<file path="src/rtl/hack_n2t_pkg.sv">
// Shared types and constants for the Hack datapath word distributor.
package hack_n2t_pkg;

  typedef logic [15:0] word_t;
  typedef logic [1:0]  lane_sel_t;

  localparam int        NUM_LANES = 4;
  localparam lane_sel_t LANE_A    = 2'd0;
  localparam lane_sel_t LANE_B    = 2'd1;
  localparam lane_sel_t LANE_C    = 2'd2;
  localparam lane_sel_t LANE_D    = 2'd3;

  typedef enum logic {
    EMPTY = 1'b0,
    FULL  = 1'b1
  } lane_state_t;

endpackage

</file>
<file path="src/rtl/demux_lane_16bits.sv">
// One output lane: one-entry word buffer with valid/ready handshake.
// Optional delivered-word counter when DEMUX_STATS_EN is defined.
//
// state | meaning
// EMPTY | no word held; data_o keeps the last word (0 after reset)
// FULL  | word held and presented with valid_o high
module demux_lane_16bits
  import hack_n2t_pkg::*;
(
  input  logic  clk_in,
  input  logic  rst_n_in,
  input  logic  load_i,
  input  word_t data_i,
  input  logic  ready_i,
  output word_t data_o,
  output logic  valid_o,
  output logic  empty_o
`ifdef DEMUX_STATS_EN
  ,
  output word_t count_o
`endif
);

  lane_state_t state_q, state_d;
  word_t       data_q, data_d;
  logic        handshake;

  assign handshake = (state_q == FULL) && ready_i;

  always_ff @(posedge clk_in or negedge rst_n_in) begin
    if (!rst_n_in) begin
      state_q <= EMPTY;
      data_q  <= '0;
    end else begin
      state_q <= state_d;
      data_q  <= data_d;
    end
  end

  // A load while draining replaces the word in place, so there is no bubble.
  always_comb begin
    state_d = state_q;
    data_d  = data_q;
    if (load_i) begin
      data_d = data_i;
    end
    case (state_q)
      EMPTY: if (load_i) state_d = FULL;
      FULL: begin
        if (load_i)         state_d = FULL;
        else if (handshake) state_d = EMPTY;
      end
      default: state_d = EMPTY;
    endcase
  end

  assign data_o  = data_q;
  assign valid_o = (state_q == FULL);
  assign empty_o = (state_q == EMPTY);

`ifdef DEMUX_STATS_EN
  word_t count_q, count_d;

  always_comb begin
    count_d = count_q;
    if (handshake) count_d = count_q + 16'd1;
  end

  always_ff @(posedge clk_in or negedge rst_n_in) begin
    if (!rst_n_in) count_q <= '0;
    else           count_q <= count_d;
  end

  assign count_o = count_q;
`endif

endmodule

</file>
<file path="src/rtl/demux_1x4_16bits_buffered.sv">
// Registered 1-to-4 word distributor with per-lane buffering and handshakes.
// Optional per-lane delivered-word counters when DEMUX_STATS_EN is defined.
module demux_1x4_16bits_buffered
  import hack_n2t_pkg::*;
(
  input  logic      clk_in,
  input  logic      rst_n_in,
  input  word_t     data_in,
  input  lane_sel_t sel_in,
  input  logic      valid_in,
  output logic      ready_out,
  output word_t     a_out,
  output word_t     b_out,
  output word_t     c_out,
  output word_t     d_out,
  output logic      a_valid_out,
  output logic      b_valid_out,
  output logic      c_valid_out,
  output logic      d_valid_out,
  input  logic      a_ready_in,
  input  logic      b_ready_in,
  input  logic      c_ready_in,
  input  logic      d_ready_in
`ifdef DEMUX_STATS_EN
  ,
  output word_t     count_a_out,
  output word_t     count_b_out,
  output word_t     count_c_out,
  output word_t     count_d_out
`endif
);

  logic [NUM_LANES-1:0] lane_ready;
  logic [NUM_LANES-1:0] lane_empty;
  logic [NUM_LANES-1:0] lane_valid;
  logic [NUM_LANES-1:0] lane_load;
  word_t                lane_data [NUM_LANES];
  logic                 accept;

  assign lane_ready = {d_ready_in, c_ready_in, b_ready_in, a_ready_in};

  // Only the addressed lane gates acceptance; valid_in is deliberately excluded.
  assign ready_out = lane_empty[sel_in] | lane_ready[sel_in];
  assign accept    = valid_in & ready_out;

  always_comb begin
    lane_load = '0;
    if (accept) begin
      case (sel_in)
        LANE_A:  lane_load[0] = 1'b1;
        LANE_B:  lane_load[1] = 1'b1;
        LANE_C:  lane_load[2] = 1'b1;
        LANE_D:  lane_load[3] = 1'b1;
        default: lane_load    = '0;
      endcase
    end
  end

`ifdef DEMUX_STATS_EN
  word_t lane_count [NUM_LANES];
`endif

  for (genvar i = 0; i < NUM_LANES; i++) begin : g_lane
    demux_lane_16bits u_lane (
      .clk_in   (clk_in),
      .rst_n_in (rst_n_in),
      .load_i   (lane_load[i]),
      .data_i   (data_in),
      .ready_i  (lane_ready[i]),
      .data_o   (lane_data[i]),
      .valid_o  (lane_valid[i]),
      .empty_o  (lane_empty[i])
`ifdef DEMUX_STATS_EN
      ,
      .count_o  (lane_count[i])
`endif
    );
  end

  assign a_out       = lane_data[0];
  assign b_out       = lane_data[1];
  assign c_out       = lane_data[2];
  assign d_out       = lane_data[3];
  assign a_valid_out = lane_valid[0];
  assign b_valid_out = lane_valid[1];
  assign c_valid_out = lane_valid[2];
  assign d_valid_out = lane_valid[3];

`ifdef DEMUX_STATS_EN
  assign count_a_out = lane_count[0];
  assign count_b_out = lane_count[1];
  assign count_c_out = lane_count[2];
  assign count_d_out = lane_count[3];
`endif

endmodule

</file>
<file path="config.mk">
export PLATFORM = sky130hd
export DESIGN_NAME = demux_1x4_16bits_buffered
export DESIGN_NICKNAME = d
export VERILOG_FILES = /design/src/rtl/hack_n2t_pkg.sv /design/src/rtl/demux_lane_16bits.sv /design/src/rtl/demux_1x4_16bits_buffered.sv
export SDC_FILE = /design/constraint.sdc
export NUM_CORES = 1
export LEC_CHECK = 0
export CAP_MARGIN = 10
export CORE_UTILIZATION = 30
export CTS_BUF_LIST = sky130_fd_sc_hd__clkbuf_2
export CTS_CLUSTER_DIAMETER = 200
export CTS_CLUSTER_SIZE = 12
export DETAILED_ROUTE_END_ITERATION = 8
export GPL_TIMING_DRIVEN = 0
export PLACE_DENSITY = 0.6
export SETUP_SLACK_MARGIN = 0.1
export SLEW_MARGIN = 25
export SYNTH_ARGS = -nofsm -noshare
export SYNTH_HDL_FRONTEND = slang
export SYNTH_HIERARCHICAL = 1
export SYNTH_SLANG_ARGS = --single-unit
</file>
<file path="constraint.sdc">
create_clock -name clk_in -period 3.2 [get_ports clk_in]
set_input_delay 0.32 -clock clk_in [delete_from_list [all_inputs] [get_ports clk_in]]
set_output_delay 0.32 -clock clk_in [all_outputs]
set_load 0.03 [all_outputs]
</file>
== After elaboration in Yosys (flattened, before gate mapping) ==
Index checks and enable logic that the tools add are counted.
Cells by class
  equality and inequality tests: 3
  order comparisons: 1
  reductions and logical operators: 5
  bitwise logic cells: 6
  muxes and demuxes: 25
Operator list (count)
  $mux 1: 18
  $pmux 1 s2: 4
  $bmux 1 s2: 2
  $eq 2x2->1 const B: 2
  $logic_and 1x1->1: 4
  $mux 4: 1
  $not 1->1: 4
  $lt 2x3->1 const B: 1
  $eq 2x1->1 const B: 1
  $logic_not 2->1: 1
  $and 1x1->1: 1
  $or 1x1->1: 1
Storage, ports and cells
  output and inout bits: 69
  input port bits: 25
  register bits after elaboration: 68

== Longest topological paths before layout ==
Gate-level depths: netlist (run 1).
  depth in word-level cells: 8
  gate-level depth with buffers: 6
  depth with buffers taken out: 4

== Cells and area by module ==
The synthesis (run 1) kept the hierarchy.
Modules (own cells, without submodules)
  demux_lane_16bits: cells an instance 37, seq. area each 425.4 um^2, area each 681.9 um^2, instances 4
  demux_1x4_16bits_buffered: cells an instance 9, seq. area each 0.0 um^2, area each 87.6 um^2, instances 1

== Least setup slack after synthesis (run 1) ==
OpenSTA, ideal clock, no wires.
  path type: register to register
  start: reg g_lane[3].u_lane.state_q
  end: reg g_lane[3].u_lane.data_q[1]
  setup slack: 1.493 ns
  arrival time: 1.582 ns
  stages on the path, launching flop included: 7
  path buffers: 2
  library setup time: 0.125 ns
  data required time: 3.075 ns
  path through: dfrtp_1 > inv_1 > or2_0 > and4_2 > buf_6 > buf_12 > mux2_4
Between the ends
  longest elaborated chain between the ends: 6
RTL lines
  start: declaration: RTL line demux_lane_16bits.sv:24  | lane_state_t state_q, state_d;
  start signal: assignment: RTL line demux_lane_16bits.sv:35  | state_q <= state_d;
  $not 1->1
  named net lane_empty[3]: RTL line demux_1x4_16bits_buffered.sv:34  | logic [NUM_LANES-1:0] lane_empty;
  $bmux 1 s2: RTL line demux_1x4_16bits_buffered.sv:43  | assign ready_out = lane_empty[sel_in] | lane_ready[sel_in];
  $mux 1 (implied by the code): RTL line demux_1x4_16bits_buffered.sv:43
  $or 1x1->1: RTL line demux_1x4_16bits_buffered.sv:43
  $and 1x1->1: RTL line demux_1x4_16bits_buffered.sv:44  | assign accept = valid_in & ready_out;
  $mux 4: RTL line demux_1x4_16bits_buffered.sv:48  | if (accept) begin
  named net lane_load[3]: RTL line demux_1x4_16bits_buffered.sv:36  | logic [NUM_LANES-1:0] lane_load;
  end signal: assignment: RTL line demux_lane_16bits.sv:36  | data_q <= data_d;
  end: declaration: RTL line demux_lane_16bits.sv:25  | word_t data_q, data_d;
The timed path passes the listed nets, and every way through them passes these cells. The select of a mux whose other input is x is not followed.
A chain may end at the register's enable or synchronous reset.

== Final worst setup path (run 1) ==
  start: reg g_lane[3].u_lane.state_q
  end: out ready_out
Between the ends
  longest elaborated chain between the ends: 4
RTL lines
  $not 1->1
  named net lane_empty[3]: RTL line demux_1x4_16bits_buffered.sv:34
  $bmux 1 s2: RTL line demux_1x4_16bits_buffered.sv:43
  $mux 1 (implied by the code): RTL line demux_1x4_16bits_buffered.sv:43
  $or 1x1->1: RTL line demux_1x4_16bits_buffered.sv:43
  end: declaration: RTL line demux_1x4_16bits_buffered.sv:11  | output logic ready_out,
The timed path passes the listed nets, and every way through them passes these cells. The select of a mux whose other input is x is not followed.

==> run_results.csv, run 1 <==
group,metric,value,unit
timing,fin_crit_sh,0.792,
logic_synthesis,yosys_warnings,6,
die,die_x,98.9,um
pwr,pwr-share-clk,0.176,
logic_synthesis,yosysSeqAreaShare,0.604,
timing,setup_viol,0,
pwr,leakage,1.72,nW
global_route,grt_pass1_wl,10500,um
logic_synthesis,yosys-top-cells-area,"dfrtp_1 (60%), mux2_4 (19%), mux2_2 (11%)",
cts,htreeDepth,3,
layout,nNetsFinal,288,
worst_setup_path,worstSetupEndpointType,"output port",
die,die_area,9780,um2
worst_setup_path,critPathKind,"reg2out",
logic_synthesis,synthCells,157,
global_route,grt_usage,0.143,
pwr,p_seq_frac,0.423,
layout,area_growth,42.6,%
logic_synthesis,synth-edff-count,0,
logic_synthesis,synth.top_cell.area_share,0.604,
cts,cts_buffers,9,
logic_synthesis,syn_area_per_cell,17.9,um2
die,io_pins,94,
placed_design,dpl_cell_area,3910,um2
layout,drive_above_1_share,0.337,
worst_setup_path,worstRegToRegCells,6,
worst_setup_path,rrSetupSlack,1540,ps
timing,relSlewSlack,0.772,
layout,finalInstanceArea,4020,um2
placed_design,hpwlAfterDp,4280,um
worst_setup_path,cp-start-kind,"flop",
die,die_h,98.9,um
drt,drt-wirelength-per-cell,16.9,um
global_route,grt_pass1_vias,1941,
logic_synthesis,synthArstFlopShare,1.00,
cts,insertion_delay,470,ps
worst_setup_path,crit_path_max_fanout,2,
logic_synthesis,synth_commonest_cells,"dfrtp_1 (68), mux2_4 (36), mux2_2 (28)",
drt,drc,0,
worst_setup_path,r2r-start,"g_lane[0].u_lane/valid_o",
die,core,8890,um2
pwr,ir_drop,0.311,mV
logic_synthesis,ys_ff_latch,68,
layout,stdcell_count,375,
drt,routed_wl,6340,um
worst_setup_path,worstPathArrival,2210,ps
run,drv_cap,0,
placed_design,io_buffers,93,
logic_synthesis,synthDistinctLibCells,13,
layout,diodes,0,
global_route,overflow,0,
drt,vias,1711,
logic_synthesis,syn_nets,182,
logic_synthesis,yosysMostFrequentCell,"dfrtp_1",
cts,cts_resized,0,
drt,avgViaCountPerCell,4.56,
cts,root_buffer,"clkbuf_2",
placed_design,placed_cells,359,
die,start_util,0.317,
global_route,grt_max_degree,49,
status,status,"finished clean",
timing,tightest_slew,341,ps
logic_synthesis,synth_area,2820,um2
timing,hold_viol_final,0,
timing,post-route-min-period,2530,ps
worst_setup_path,cp.required,2880,ps
timing,worst_hold_slack,256,ps
timing,timing.fmax,395,MHz
logic_synthesis,synth_ff_type,"dfrtp_1",
pwr,switching_share,0.349,
cts,cts.sinks,68,
pwr,internal-power,1.75,mW
cts,tritoncts,"done",
worst_setup_path,cp-startpoint,"g_lane[3].u_lane/valid_o",
worst_setup_path,timing.rr.end,"g_lane[0].u_lane/data_o[6]",
drt,route.antenna.remaining_nets,0,
global_route,antenna_found_initial,0,
hold_path,hp-class,"in2async",
drt,first_pass_iters,4,
pwr,combPwrFrac,0.401,
pwr,p_per_area,669,nW/um2
timing,fin_skew,16.6,ps
pwr,netSwitchingPower,0.937,mW
worst_setup_path,crit_path_end,"ready_out",
timing,slew_violations,0,
placed_design,gp_congestion,0.698,
cts,clk_pin_slew_worst_paths,170,ps
die,core.rowCount,34,
timing,rsz0062_at_grt,"no",
drt,drt_first_iter_violations,38,
cts,clock_path_buffers,2,
logic_synthesis,yosysTopAreaCell,"dfrtp_1",
-- worst min-delay path by stage --
stage,from,to,cells after the start
floorplan,rst_n_in,g_lane[0].u_lane/data_o[0],0
global placement,g_lane[1].u_lane/data_o[10],g_lane[1].u_lane/data_o[10],1
detailed placement,rst_n_in,g_lane[1].u_lane/data_o[0],1
CTS,rst_n_in,g_lane[1].u_lane/data_o[0],2
global route,rst_n_in,g_lane[1].u_lane/data_o[11],2
finish,rst_n_in,g_lane[1].u_lane/data_o[0],2
-- cell usage in the layout (no fill, tap or decap) --
master / count
and4_2: 1
and4b_1: 2
buf_12: 4
buf_16: 1
buf_4: 1
buf_6: 4
bufinv_16: 1
clkbuf_2: 12
clkdlybuf4s50_1: 92
clkinv_1: 1
clkinv_2: 1
dfrtp_1: 68
dlygate4sd3_1: 1
inv_1: 4
mux2_2: 28
mux2_4: 36
mux4_2: 1
nor4bb_1: 1
o21bai_1: 4
or2_0: 1
or2_1: 3
-- registers in the layout, summed over array words and instances, names as in the netlist --
name,count
g_lane.u_lane/data_o,64
g_lane.u_lane/valid_o,4
-- kinds of logic (layout without fill, tap and decap cells) --
family,count (synthesis),in the layout,synth area share
muxes,65,65,0.312
and+or+nand+nor,8,8,0.0231
buffers and inverters,12,122,0.0498
AOI/OAI and AO/OA,4,4,0.0107
DFF,68,68,0.604
-- what timing repair did --
action / in CTS / in global routing
buffers inserted: 0 / 0
endpoints found under the hold margin: 60 / 0
hold buffers: 1 / 0
-- area by class of cell --
cell class	count	area (um2)
Buffer	8	125
Clock buffer	12	60.1
Clock inverter	3	38.8
Fill cell	814	4880
Inverter	4	15.0
Multi-Input combinational cell	77	973
Sequential cell	68	1700
Tap cell	108	135
Timing Repair Buffer	95	966
-- power groups by stage --
stage               sequential [mW]  clock, mW  combinational (mW)
CTS                            1.14      0.512                1.09
floorplan                      1.50          0               0.251
global route                   1.16      0.540                1.13
finish                         1.14      0.473                1.08
detailed placement             1.15          0                1.08
global placement               1.15          0                1.07
-- per-layer routing --
metal / global-route usage / share of wire / vias up
met4: 0.0321 / 0.0069 / 0
met2: 0.209 / 0.44 / 68
li1: - / - / 767
met5: 0 / 0 / -
met3: 0.0723 / 0.088 / 5
met1: 0.188 / 0.46 / 871
-- worst max-delay path, stage by stage (launching register included) --
cell,delay [ps]
dfrtp_1,390
inv_1,50
or2_0,250
mux4_2,470
clkdlybuf4s50_1,600
-- through the flow --
step	util	worst slack, ps	total power [mW]	setup TNS (ps)
floorplan	-	1490	1.75	0
global placement	0.437	-584	2.22	-39450
detailed placement	0.439	806	2.24	0
CTS	0.452	565	2.74	0
global route	0.452	509	2.83	0
finish	0.452	666	2.69	0
Note: power is estimated with default switching activity, not from simulation.
==> run 2: changes to the inputs <==
==> constraint.sdc (replaced) <==
create_clock -name clk_in -period 2.6 [get_ports clk_in]
set_input_delay 0.26 -clock clk_in [delete_from_list [all_inputs] [get_ports clk_in]]
set_output_delay 0.26 -clock clk_in [all_outputs]
set_load 0.03 [all_outputs]
==> run 2 against run 1 <==
  * Worst setup slack got worse by 300 ps
  * Worst hold slack got worse by 60 ps
  * Critical path depth did not move
  * Largest power group unchanged
  * Highest routed layer unchanged
==> run_results.csv, run 2 (synthesis gave the netlist of run 1 again) <==
group,metric,value,unit
status,status,"finished clean",
timing,relSlewSlack,0.772,
timing,rsz0062_at_grt,"no",
global_route,grt_usage,0.143,
timing,timing.fmax,448,MHz
timing,fin_crit_sh,0.859,
hold_path,hp-class,"in2async",
die,die_h,98.9,um
die,core.rowCount,34,
pwr,leakage,1.72,nW
placed_design,hpwlAfterDp,4280,um
global_route,grt_pass1_vias,1941,
layout,drive_above_1_share,0.337,
die,io_pins,94,
global_route,grt_use_met1,0.188,
timing,post-route-min-period,2230,ps
timing,slew_violations,0,
cts,insertion_delay,470,ps
global_route,overflow,0,
die,die_x,98.9,um
pwr,p_per_area,824,nW/um2
placed_design,gp_congestion,0.698,
global_route,grt_max_degree,49,
cts,clk_pin_slew_worst_paths,170,ps
drt,vias,1711,
die,start_util,0.317,
cts,cts_buffers,9,
timing,worst_hold_slack,196,ps
cts,htreeDepth,3,
drt,route.antenna.remaining_nets,0,
worst_setup_path,path_cells,"inv_1 > or2_0 > mux4_2 > dlygate4sd2_1",
drt,drt-wirelength-per-cell,16.9,um
layout,layout_common_cells,"clkdlybuf4s50_1 (91), dfrtp_1 (68), mux2_4 (36)",
timing,hold_viol_final,0,
worst_setup_path,cp-start-kind,"flop",
global_route,met2_usage,0.210,
layout,diodes,0,
cts,clock_path_buffers,2,
global_route,use_met3,0.0723,
die,core,8890,um2
drt,first_pass_iters,4,
timing,fin_skew,16.6,ps
placed_design,io_buffers,93,
layout,largest_register_ffs,64,
worst_setup_path,slowest_delay,470,ps
worst_setup_path,crit_path_max_fanout,2,
global_route,antenna_found_initial,0,
global_route,grt_pass1_wl,10500,um
worst_setup_path,cp.required,2340,ps
layout,nNetsFinal,288,
worst_setup_path,worstSetupEndpointType,"output port",
cts,cts.sinks,68,
worst_setup_path,worstPathArrival,1970,ps
cts,postCtsSetupBuffers,0,
pwr,ir_drop,0.382,mV
drt,avgViaCountPerCell,4.56,
die,die_area,9780,um2
timing,setup_viol,0,
worst_setup_path,critPathKind,"reg2out",
worst_setup_path,cp_slowest_cell,"mux4_2",
drt,drt_first_iter_violations,38,
drt,drc,0,
pwr,power,3.31,mW
layout,final_core_util,0.451,
cts,tritoncts,"done",
cts,root_buffer,"clkbuf_2",
run,drv_cap,0,
drt,routed_wl,6340,um
layout,layout_commonest_cell,"clkdlybuf4s50_1",
global_route,grt-busiest-layer,"met2",
timing,tightest_slew,341,ps
layout,area_growth,42.6,%
[run 2: changes by cell type in the layout (fill, tap and decap cells not counted), sizes merged]
cell	change
clkdlybuf4s50	-1
dlygate4sd2	+1
[run 2: worst paths after layout]
kind	start	slack, ps	cells after the start	endpoint
worst max-delay path	g_lane[3].u_lane/valid_o	370	4	ready_out
worst min-delay path	rst_n_in	200	2	g_lane[1].u_lane/data_o[0]
worst max register to register	g_lane[0].u_lane/valid_o	940	6	g_lane[0].u_lane/data_o[6]
worst min register to register	g_lane[1].u_lane/data_o[2]	530	1	g_lane[1].u_lane/data_o[2]
max in group asynchronous	rst_n_in	1860	3	g_lane[1].u_lane/data_o[2]
min in group clk_in	a_ready_in	350	2	g_lane[0].u_lane/valid_o
[run 2: repair_timing]
| item | in CTS | in global routing |
|---|---|---|
| endpoints found under the setup margin | 1 | 0 |
| hold buffers | 1 | 0 |
| hold endpoints to repair | 68 | 0 |
| gates resized for setup | 1 | 0 |
[run 2: cell type report]
cell class	instances	area, um2
buffer	8	125
clock buffer	12	60.1
clock inverter	3	38.8
fill	815	4880
inverter	4	15.0
multi-input combinational	77	973
sequential	68	1700
tap	108	135
timing repair buffer	95	965
[run 2: layer usage]
metal	part of all wire	wire length, um
met1	0.46	2940
met4	0.0069	44
met3	0.088	559
met2	0.44	2800
met5	0	0
[run 2: per-stage QoR]
stage               area (um2)  setup TNS (ps)  cells  setup WS, ps
finish                    4010               0    375           367
global route              4010               0    375           205
CTS                       4010               0    375           268
detailed placement        3910               0    359           326
global placement          3880          -76170    358         -1120
floorplan                 2820               0    157           893
[run 2: critical path, delay by kind of cell (launching register included)]
family | cells | cell delay, ps
buf+inv | 2 | 420
flops | 1 | 390
mux | 1 | 470
simple gates | 1 | 250
[run 2: power by group]
group | total (mW) | switching [mW] | internal, mW
Combinational | 1.32 | 0.671 | 0.654
Sequential | 1.40 | 0.125 | 1.27
Clock | 0.582 | 0.357 | 0.226
Total | 3.31 | 1.15 | 2.15
==> run 3: changes to the inputs <==
==> constraint.sdc (replaced) <==
create_clock -name clk_in -period 2.3 [get_ports clk_in]
set_input_delay 0.23 -clock clk_in [delete_from_list [all_inputs] [get_ports clk_in]]
set_output_delay 0.23 -clock clk_in [all_outputs]
set_load 0.03 [all_outputs]
==> run 3 against run 2 <==
  * Sequential power up 13%
  * First-iteration DRC count stayed put
  * Combinational power up 14%
  * Wire length unchanged
  * Register-to-register slack worse by 300 ps
  * Largest cell class unchanged
  * Highest routed layer unchanged
==> run_results.csv, run 3 (synthesis gave the netlist of run 1 again) <==
group,metric,value,unit
status,status,"finished clean",
layout,nNetsFinal,288,
cts,clock_path_buffers,2,
worst_setup_path,cp-start-kind,"flop",
layout,fillers,815,
timing,slew_violations,0,
drt,drt_first_iter_violations,38,
global_route,grt_pass1_wl,10500,um
die,die_area,9780,um2
drt,first_pass_iters,4,
layout,multi_input_area,973,um2
die,core.rowCount,34,
worst_setup_path,worstSetupEndpointType,"output port",
placed_design,gp_congestion,0.698,
worst_setup_path,worstPathArrival,1800,ps
placed_design,io_buffers,93,
worst_setup_path,rrSetupSlack,640,ps
layout,area_growth,42.4,%
timing,tightest_slew,341,ps
pwr,internal-power,2.43,mW
cts,htreeDepth,3,
pwr,combPwrFrac,0.401,
drt,routed_wl,6340,um
cts,insertion_delay,470,ps
global_route,antenna_found_initial,0,
timing,fin_skew,16.6,ps
worst_setup_path,worstRegToRegCells,6,
worst_setup_path,critPathKind,"reg2out",
run,drv_cap,0,
cts,cts.sinks,68,
pwr,p_per_area,932,nW/um2
cts,cts_buffers,9,
drt,drc,0,
timing,fin_tns_setup,0,ps
timing,worst_slack,273,ps
global_route,overflow,0,
timing,worst_hold_slack,166,ps
die,die_x,98.9,um
global_route,grt_max_degree,49,
drt,vias,1711,
drt,route.antenna.remaining_nets,0,
layout,layout_commonest_cell,"clkdlybuf4s50_1",
timing,post-route-min-period,2030,ps
cts,tritoncts,"done",
die,start_util,0.317,
drt,drt-wirelength-per-cell,16.9,um
die,core,8890,um2
global_route,grt_pass1_vias,1941,
timing,setup_viol,0,
layout,layout_common_cells,"clkdlybuf4s50_1 (91), dfrtp_1 (68), mux2_4 (36)",
cts,clk_pin_slew_worst_paths,170,ps
worst_setup_path,r2r-start,"g_lane[0].u_lane/valid_o",
die,io_pins,94,
pwr,leakage,1.72,nW
pwr,netSwitchingPower,1.30,mW
layout,largest_register_ffs,64,
pwr,pwr-share-clk,0.176,
timing,rsz0062_at_grt,"no",
placed_design,hpwlAfterDp,4280,um
worst_setup_path,cp.required,2070,ps
layout,drive_above_1_share,0.341,
pwr,switching_share,0.349,
worst_setup_path,timing.rr.end,"g_lane[0].u_lane/data_o[6]",
timing,timing.fmax,493,MHz
global_route,grt_usage,0.143,
pwr,power,3.74,mW
pwr,ir_drop,0.432,mV
timing,relSlewSlack,0.772,
layout,register_area,1700,um2
timing,fin_crit_sh,0.881,
hold_path,hp-class,"in2async",
cts,root_buffer,"clkbuf_2",
cts,postCtsSetupBuffers,0,
layout,diodes,0,
drt,avgViaCountPerCell,4.56,
die,die_h,98.9,um
worst_setup_path,crit_path_max_fanout,2,
pwr,p_seq_frac,0.423,
placed_design,post-place-ws,86.2,ps
timing,hold_viol_final,0,
## run 3: cell types whose count changed in the layout (fill, tap and decap cells not counted)
cell           previous run  this run
buf_2                     0         1
dlygate4sd2_1             1         0
## run 3: area by class of cell
cell class                      instances  area share
Timing Repair Buffer                   95       0.240
Tap cell                              108      0.0337
Sequential cell                        68       0.424
Inverter                                4     0.00374
Multi-Input combinational cell         77       0.243
Clock buffer                           12      0.0150
Clock inverter                          3     0.00967
Buffer                                  8      0.0312
## run 3: critical path, stage by stage, from the launching register on
cell and delay [ps]:
dfrtp_1 390, inv_1 50, or2_0 250, mux4_2 470, buf_2 190
## run 3: stage by stage
| step | instance area, um2 | util | cells |
|---|---|---|---|
| final | 4010 | 0.451 | 375 |
| after global routing | 4010 | 0.451 | 375 |
| after CTS | 4010 | 0.451 | 375 |
| after detailed placement | 3910 | 0.439 | 359 |
| after global placement | 3880 | 0.437 | 358 |
| after floorplan | 2820 | - | 157 |
## run 3: how the worst max path moves through the flow
stage	startpoint	to	slack (ps)	cells past startpoint
floorplan	g_lane[3].u_lane/valid_o	g_lane[3].u_lane/data_o[1]	590	6
global placement	rst_n_in	g_lane[0].u_lane/data_o[3]	-1390	1
detailed placement	d_ready_in	ready_out	90	4
CTS	g_lane[3].u_lane/valid_o	ready_out	170	4
global route	g_lane[3].u_lane/valid_o	ready_out	120	4
finish	g_lane[3].u_lane/valid_o	ready_out	270	4
## run 3: power by group through the flow
stage / Clock (mW) / Sequential [mW] / Combinational [mW]
detailed placement: 0 / 1.60 / 1.51
CTS: 0.712 / 1.59 / 1.51
global placement: 0 / 1.60 / 1.50
floorplan: 0 / 2.09 / 0.350
finish: 0.658 / 1.58 / 1.50
global route: 0.751 / 1.62 / 1.57
## run 3: routing by layer
layer / global-route usage / vias to the layer above / wire length [um]
met5: 0 / - / 0
met4: 0.0321 / 0 / 44
met3: 0.0723 / 5 / 559
met2: 0.209 / 68 / 2790
met1: 0.188 / 871 / 2940
li1: - / 767 / -
## run 3: what timing repair did
action	4_1_cts	5_1_grt
endpoints found under the setup margin	1	0
hold buffers	1	0
endpoints found under the hold margin	68	0
resized for setup	5	0
